--- src/rtl/dce_uart_rx_fifo.sv ---
// UART receiver for the DCE side: 2-flop input synchronizer, 8N1 frame FSM and a
// circular receive FIFO with RTS flow control, frame-error pulse and sticky overrun.
module dce_uart_rx_fifo #(
    parameter int DEPTH   = 8,
    parameter int MIN_DBR = 4
) (
    input  logic                   clock,
    input  logic                   reset,
    input  logic                   rxd,
    input  logic [15:0]            dbr,
    output logic                   rts,
    output logic                   rd_valid,
    output logic [7:0]             rd_data,
    input  logic                   rd_ready,
    output logic                   frame_err,
    output logic                   overrun,
    output logic [$clog2(DEPTH):0] fifo_count
);
    localparam int AW = $clog2(DEPTH);
    localparam int CW = AW + 1;
    localparam logic [15:0]   MIN_DBR_W = 16'(MIN_DBR);
    localparam logic [CW-1:0] FULL_CNT  = CW'(DEPTH);
    localparam logic [CW-1:0] RTS_CNT   = CW'(DEPTH - 2);

    typedef enum logic [1:0] {IDLE, START, DATA, STOP} state_t;

    logic [1:0]    sync_reg;
    logic          rxs;
    state_t        state_reg;
    logic [15:0]   cnt_reg;
    logic [15:0]   eff_dbr_reg;
    logic [15:0]   eff_dbr_next;
    logic [2:0]    bit_reg;
    logic [7:0]    shift_reg;
    logic          frame_err_reg;
    logic          overrun_reg;

    logic [AW-1:0] wr_ptr_reg;
    logic [AW-1:0] rd_ptr_reg;
    logic [CW-1:0] count_reg;
    logic [CW-1:0] count_next;
    logic          rts_reg;
    logic [7:0]    mem [DEPTH];

    logic          half_hit;
    logic          bit_hit;
    logic          stop_hit;
    logic          full;
    logic          pop;
    logic          push;
    logic          drop;

    // Idle-high line: synchronizer resets to 1 so reset never looks like a start bit.
    always_ff @(posedge clock) begin
        if (reset) begin
            sync_reg <= 2'b11;
        end else begin
            sync_reg <= {sync_reg[0], rxd};
        end
    end

    assign rxs = sync_reg[1];

    always_comb begin
        eff_dbr_next = (dbr < MIN_DBR_W) ? MIN_DBR_W : dbr;
        half_hit     = (cnt_reg == ((eff_dbr_reg >> 1) - 16'd1));
        bit_hit      = (cnt_reg == (eff_dbr_reg - 16'd1));
        stop_hit     = (state_reg == STOP) && bit_hit;
        full         = (count_reg == FULL_CNT);
        pop          = (count_reg != '0) && rd_ready;
        push         = stop_hit && rxs && (!full || pop);
        drop         = stop_hit && rxs && full && !pop;
        count_next   = count_reg;
        if (push && !pop) begin
            count_next = count_reg + CW'(1);
        end else if (pop && !push) begin
            count_next = count_reg - CW'(1);
        end
    end

    // Frame FSM: the divisor is captured at the start edge so later dbr changes
    // cannot disturb a frame in flight.
    always_ff @(posedge clock) begin
        if (reset) begin
            state_reg     <= IDLE;
            cnt_reg       <= '0;
            bit_reg       <= '0;
            eff_dbr_reg   <= MIN_DBR_W;
            shift_reg     <= '0;
            frame_err_reg <= 1'b0;
            overrun_reg   <= 1'b0;
        end else begin
            frame_err_reg <= 1'b0;
            if (drop) begin
                overrun_reg <= 1'b1;
            end
            case (state_reg)
                IDLE: begin
                    if (!rxs) begin
                        eff_dbr_reg <= eff_dbr_next;
                        cnt_reg     <= '0;
                        bit_reg     <= '0;
                        state_reg   <= START;
                    end
                end
                START: begin
                    if (half_hit) begin
                        cnt_reg   <= '0;
                        state_reg <= rxs ? IDLE : DATA;
                    end else begin
                        cnt_reg <= cnt_reg + 16'd1;
                    end
                end
                DATA: begin
                    if (bit_hit) begin
                        cnt_reg   <= '0;
                        shift_reg <= {rxs, shift_reg[7:1]};
                        bit_reg   <= bit_reg + 3'd1;
                        if (bit_reg == 3'd7) begin
                            state_reg <= STOP;
                        end
                    end else begin
                        cnt_reg <= cnt_reg + 16'd1;
                    end
                end
                STOP: begin
                    if (bit_hit) begin
                        cnt_reg       <= '0;
                        frame_err_reg <= !rxs;
                        state_reg     <= IDLE;
                    end else begin
                        cnt_reg <= cnt_reg + 16'd1;
                    end
                end
                default: state_reg <= IDLE;
            endcase
        end
    end

    // RTS looks at the post-update occupancy so it drops on the same edge the
    // count reaches the high-water mark.
    always_ff @(posedge clock) begin
        if (reset) begin
            wr_ptr_reg <= '0;
            rd_ptr_reg <= '0;
            count_reg  <= '0;
            rts_reg    <= 1'b0;
        end else begin
            if (push) begin
                wr_ptr_reg <= wr_ptr_reg + AW'(1);
            end
            if (pop) begin
                rd_ptr_reg <= rd_ptr_reg + AW'(1);
            end
            count_reg <= count_next;
            rts_reg   <= (count_next < RTS_CNT);
        end
    end

    always_ff @(posedge clock) begin
        if (push) begin
            mem[wr_ptr_reg] <= shift_reg;
        end
    end

    assign rd_data    = mem[rd_ptr_reg];
    assign rd_valid   = (count_reg != '0);
    assign fifo_count = count_reg;
    assign rts        = rts_reg;
    assign frame_err  = frame_err_reg;
    assign overrun    = overrun_reg;

endmodule
--- config.mk ---
export PLATFORM = sky130hd
export DESIGN_NAME = dce_uart_rx_fifo
export DESIGN_NICKNAME = d
export VERILOG_FILES = /design/src/rtl/dce_uart_rx_fifo.sv
export SDC_FILE = /design/constraint.sdc
export NUM_CORES = 1
export LEC_CHECK = 0
export BUFFER_PORTS_ARGS = -buffer_cell sky130_fd_sc_hd__buf_4
export CORE_ASPECT_RATIO = 1.4
export CORE_UTILIZATION = 50
export CTS_CLUSTER_SIZE = 10
export DETAILED_ROUTE_END_ITERATION = 10
export MAX_ROUTING_LAYER = met4
export PLACE_DENSITY = 0.76
export SYNTH_ARGS = -nofsm -noshare
export SYNTH_HDL_FRONTEND = slang
export SYNTH_SLANG_ARGS = --single-unit
--- constraint.sdc ---
create_clock -name clock -period 5.9 [get_ports clock]
set_clock_uncertainty 0.15 [all_clocks]
set_input_delay 0.59 -clock clock [delete_from_list [all_inputs] [get_ports clock]]
set_output_delay 0.59 -clock clock [all_outputs]
set_load 0.005 [all_outputs]
Word level (Yosys, flattened, before mapping)
Memory sizes are Yosys's and may differ from the RTL's. A register that Yosys moved wholly into a read port is not among the register bits.
Index checks and enable logic that the tools add are counted.

word-level totals
  output and inout bits = 16
  register bits = 60
  memories kept = 1
  logic and storage cells = 81
  RAM bits = 64

memories
  name  depth  width  read ports  clocked after memory_dff  wr ports  RTL line  RTL
  mem   8      8      1           1                         1         43        logic [7:0] mem [DEPTH];

cells by class
  reduce and logical (&&, ||, !) cells = 22
  muxes and demuxes = 21
  bitwise logic cells = 3
  magnitude comparators = 2
  add/sub/neg operators = 8
  equality and inequality tests = 12

operator list
  operator                                                     number
  2-to-1 mux 16 bit                                            4
  one-hot mux 16 bit (3 select lines)                          1
  equality test 16 bit                                         2
  adder 16 x 1 -> 16 bit, second input constant                1
  less-than comparator 16 x 3 -> 1 bit, second input constant  1
  subtractor 15 x 1 -> 16 bit, second input constant           1
  subtractor 16 x 1 -> 16 bit, second input constant           1
  2-to-1 mux 2 bit                                             6
  2-to-1 mux 3 bit                                             4
  != test 2 bit, second input constant                         5
  adder 3 x 1 -> 3 bit, second input constant                  3
  logical AND 1 bit                                            8
  2-to-1 mux 4 bit                                             2
  one-hot mux 2 bit (4 select lines)                           1
  one-hot mux 3 bit (2 select lines)                           1
  AND reduction 5 bit                                          1
  adder 4 x 1 -> 4 bit, second input constant                  1
  equality test 2 bit, second input constant                   2
  equality test 4 bit, second input constant                   1
  logical NOT 1 bit                                            4
  less-than comparator 4 x 3 -> 1 bit, second input constant   1
  AND reduction 2 bit                                          2
  nonzero test 4 bit                                           1
  subtractor 4 x 1 -> 4 bit, second input constant             1
  10 further kinds                                             13

Longest topological paths before layout
  depth in word-level cells = 10
  mapped depth = 12
  mapped depth without buffers = 10

Worst setup path before layout
Ideal clock, no wire load.

  kind = register to register
  from = reg eff_dbr_reg[2]
  to = mem mem[4][0], enable pin
  buffers on the path = 1
  setup time = 0.383 ns
  clock period less this slack = 3.746 ns
  cell stages (with the launch flop) = 12
  path slack = 2.154 ns
  arrival time = 3.212 ns
  path through = dfxtp_1 -> inv_1 -> ha_1 -> nor3b_1 -> nand4_2 -> or3_1 -> a2111o_1 -> or3_1 -> buf_6 -> nor2_2 -> nand2_1 -> nor3_1

on the way
  word-level cells in the longest chain between the ends = 7

ends and longest elaborated chain
  what                                    RTL line  RTL
  start, declared                         31        logic [15:0] eff_dbr_reg;
  start signal, assigned                  100       eff_dbr_reg <= eff_dbr_next;
  subtractor 16 x 1 -> 16 bit             67        bit_hit = (cnt_reg == (eff_dbr_reg - 16'd1));
  equality test 16 bit                    67
  logical AND 1 bit                       68        stop_hit = (state_reg == STOP) && bit_hit;
  logical AND 1 bit (2 in series)         71        push = stop_hit && rxs && (!full || pop);
  2-to-1 mux 1 bit                        161       if (push) begin
  2-to-1 mux 1 bit (not written as such)  162       mem[wr_ptr_reg] <= shift_reg;
  end, declared                           43

Every way passes these cells.

Worst setup path in the final report
  from = reg eff_dbr_reg[2]
  to = mem mem[4][6], enable pin

The elaborated chain is that of the path after synthesis.

==> out/results.md <==
Worst setup path
• **critical-path cell with the highest stage delay** sky130_fd_sc_hd__nor3_1
• **kind of start point of the critical path** flop
• **Arrival @ worst endpoint** 4.26 ns
• **Critical Path Most Common Cell** sky130_fd_sc_hd__or3_1
• **Critical Path Fanout Max** 8
• **delay of the slowest cell on the worst path** 0.86 ns
• **required time at the worst-slack endpoint** 5.78 ns
• **cell chain of the critical path** inv_1 > ha_1 > nor3b_1 > nand4_2 > or3_1 > a2111o_1 > or3_1 > nor2_2 > nand2_1 > nor3_1
• **startpoint-to-endpoint class of the critical path** reg2reg
• **crit path capture type** flop

Timing
• **unrepaired setup endpoints after global routing** false
• **highest attainable clock frequency** 0.228 GHz
• **sum of negative setup slack** 0 ns
• **final critical delay including setup and external delays** 4.38 ns
• **final count of pins violating max slew** 0
• **part of the cycle the worst path needs** 74.2%
• **headroom to the max-slew limit** 25.4%
• **final setup violation count** 0
• **Final Hold Fails** 0
• **worst slew pin tran** 1.11 ns

Final layout
• **Filler Cell Count** 1,063
• **non-filler cells, final** 781
• **commonest non-fill, non-tap cells in the layout** sky130_fd_sc_hd__nand2_1, sky130_fd_sc_hd__edfxtp_1, sky130_fd_sc_hd__dfxtp_1, sky130_fd_sc_hd__a21oi_1, sky130_fd_sc_hd__nor2_1
• **max FFs per register** 64
• **most common cell after layout, fill and taps aside** sky130_fd_sc_hd__nand2_1
• **post-synthesis to final-layout area growth** 13.1%
• **layout cell share with drive strength beyond 1** 19.7%
• **Ant. Diodes** 0
• **Final nets** 644

Floorplanning
• **die span in y** 137 um
• **initial cell density of the core** 51.0%
• **Die Outline Area** 13,500 um^2
• **Top-Level Pins** 36
• **width of the die** 98.6 um
• **number of standard-cell rows in the floorplan** 49
• **placeable core region** 12,800 um^2

Routing
• **routed len/inst** 18.5 um
• **Remaining DRCs** 0
• **met2 wirelength from detailed routing** 7890 um
• **detail-routed via count per cell** 5.94
• **wire length on met3** 473 um
• **1st-iter DRT viols** 175
• **Highest Signal Layer** met4
• **length of routed wiring on met1** 5640 um
• **total wire length** 14,500 um
• **Detail Route Antenna Nets** 0
• **number of optimization iterations in the first detailed-route pass** 4
• **Vias** 4,639

Power and ir drop
• **sequential fraction of design power** 41.7%
• **fraction of power spent switching nets** 25.5%
• **clock network power share** 44.8%
• **Comb power frac** 13.5%
• **Internal Dissipation** 1790 uW
• **reported net switching power** 613 uW
• **Power Density** 325 nW/um^2
• **worst vdd rail ir drop** 195 uV
• **leakage power figure** 0.00262 uW

GRT
• **antenna violations before repair** 0
• **total congestion overflow** 0
• **GRT Util Overall** 23.6%
• **via count of the first global-routing pass** 4,695
• **largest net degree at the start of global routing** 65
• **global-route wire length before repair** 23,500 um

CTS
• **number of gates resized after cts** 0
• **clock tree from TritonCTS** yes
• **Clock Tree Buf Depth** 2
• **number of clock sinks** 127
• **CTS H-tree depth** 4
• **count of hold buffers inserted by post-cts repair** 0
• **insertion delay of the later-clocked pin in the worst-skew pair** 0.42 ns
• **clock-pin slew reported for the worst setup and hold paths after clock tree synthesis** 0.05 ns
• **postcts setup bufs** 0
• **clock root cell** sky130_fd_sc_hd__clkbuf_16
• **number of buffers created by CTS** 17

Yosys
• **predominant post-synthesis flop cell** sky130_fd_sc_hd__edfxtp_1
• **share of synthesized cell area in full adder, half adder and majority cells** 1.72%
• **total nets after synthesis** 635
• **synthesized area per cell** 10.8 um^2
• **area fraction in compound gates after synthesis** 12.7%
• **FFs w/ async S/R, synth** 0%
• **Post-synth EDFFs** 64
• **largest family of logic cells by synthesized area** simple AND/OR/NAND/NOR gates
• **post-synthesis share of cell area spent on and, or, nand and nor gates** 18.8%
• **post-synthesis mux area share** 7.69%
• **sequential area share after synthesis** 48.7%
• **area share of the largest cell type after synthesis** 29.4%
• **Post-Syn Area** 6540 um^2
• **number of warnings issued by yosys** 0
• **Post-Synthesis Cells** 606
• **dominant cells by area after synthesis** sky130_fd_sc_hd__edfxtp_1, sky130_fd_sc_hd__dfxtp_1, sky130_fd_sc_hd__mux4_2, sky130_fd_sc_hd__nand2_1, sky130_fd_sc_hd__xor2_1
• **cell taking the most area after synthesis** sky130_fd_sc_hd__edfxtp_1
• **distinct cell type count after synthesis** 70
• **post-synthesis sequential element count** 127
• **XOR/XNOR share of the synthesized area** 6.30%

Place
• **global placement routability congestion** 0.965
• **total instance count after detailed placement** 749
• **DP HPWL** 10,200 um
• **buffers added on ports** 35

Run status
• **outcome** finished, final reports clean

Run
• **# Max-Cap Violations** 0

Min path
• **classification of the worst-slack hold path** in2reg

[routing by layer]
layer,track usage [%],up-vias
met5,-,-
met4,11.8,0
met3,5.02,33
met2,43.3,108
met1,23.8,2238
li1,-,2260
[power groups by stage]
| stage | clock [uW] | combinational (uW) | sequential, uW |
|---|---|---|---|
| 2_1_floorplan | 0 | 257 | 981 |
| 3_3_place_gp | 0 | 316 | 1020 |
| 3_5_place_dp | 0 | 323 | 1020 |
| 4_1_cts | 1090 | 325 | 1000 |
| 5_1_grt | 1130 | 352 | 1010 |
| 6_report | 1080 | 323 | 1000 |
[worst paths after layout]
kind                                      from          end  slack [ns]  cells after the start
worst max-delay path            eff_dbr_reg[2]    mem[4][6]        1.52                     10
worst min register to register     sync_reg[0]  sync_reg[1]        0.26                      1
worst max register to register  eff_dbr_reg[2]    mem[4][6]        1.52                     10
worst min-delay path                       rxd  sync_reg[0]        0.22                      2
[cell type report]
type	count	area [um^2]	share of cell area [%]
clock buffers	17	425	5.75
flip-flops and latches	127	3180	43.0
well taps	153	191	2.59
multi-input cells	420	3090	41.8
repair buffers	37	278	3.76
inverters	12	45.0	0.609
clock inverters	15	183	2.47
[Yosys cell counts, types with 9 or more instances]
library cell	instances
sky130_fd_sc_hd__nand3_1	17
sky130_fd_sc_hd__a21oi_1	39
sky130_fd_sc_hd__mux4_2	16
sky130_fd_sc_hd__edfxtp_1	64
sky130_fd_sc_hd__inv_1	12
sky130_fd_sc_hd__xnor2_1	23
sky130_fd_sc_hd__nand2_1	67
sky130_fd_sc_hd__nand2b_1	20
sky130_fd_sc_hd__a211oi_1	10
sky130_fd_sc_hd__dfxtp_1	63
sky130_fd_sc_hd__nor2_1	38
sky130_fd_sc_hd__xor2_1	24
sky130_fd_sc_hd__and3_1	14
sky130_fd_sc_hd__mux2_2	10
sky130_fd_sc_hd__ha_1	9
sky130_fd_sc_hd__clkbuf_1	27
[stage by stage]
step	power [uW]	utilization, %	cell area [um^2]	hold slack, ns	setup WS (ns)
after floorplan	1240	-	6540	0.239	2.15
after global placement	1340	53.0	6790	0.250	1.74
after detailed placement	1350	53.0	6790	0.247	1.60
after CTS	2420	57.7	7400	0.206	1.54
after global routing	2490	57.7	7400	0.212	1.27
final	2400	57.7	7400	0.216	1.52
[critical path: cells and delay by family, from the launching register on]
family	cells	cell delay (ns)
fa+ha+maj	1	0.27
flops	1	0.36
simple gates	7	2.61
compound gates	1	0.49
buf+inv	1	0.10
[kinds of logic (layout without fill, tap and decap cells)]
family                     Yosys count  count (layout)
AOI/OAI and AO/OA                  110             110
xor gates and xnor gates            47              47
adders and majority gates            9               9
buffers and inverters               59              81
DFF                                127             127
muxes                               29              29
and+or+nand+nor                    225             225
Note: power is estimated with default switching activity, not from simulation.
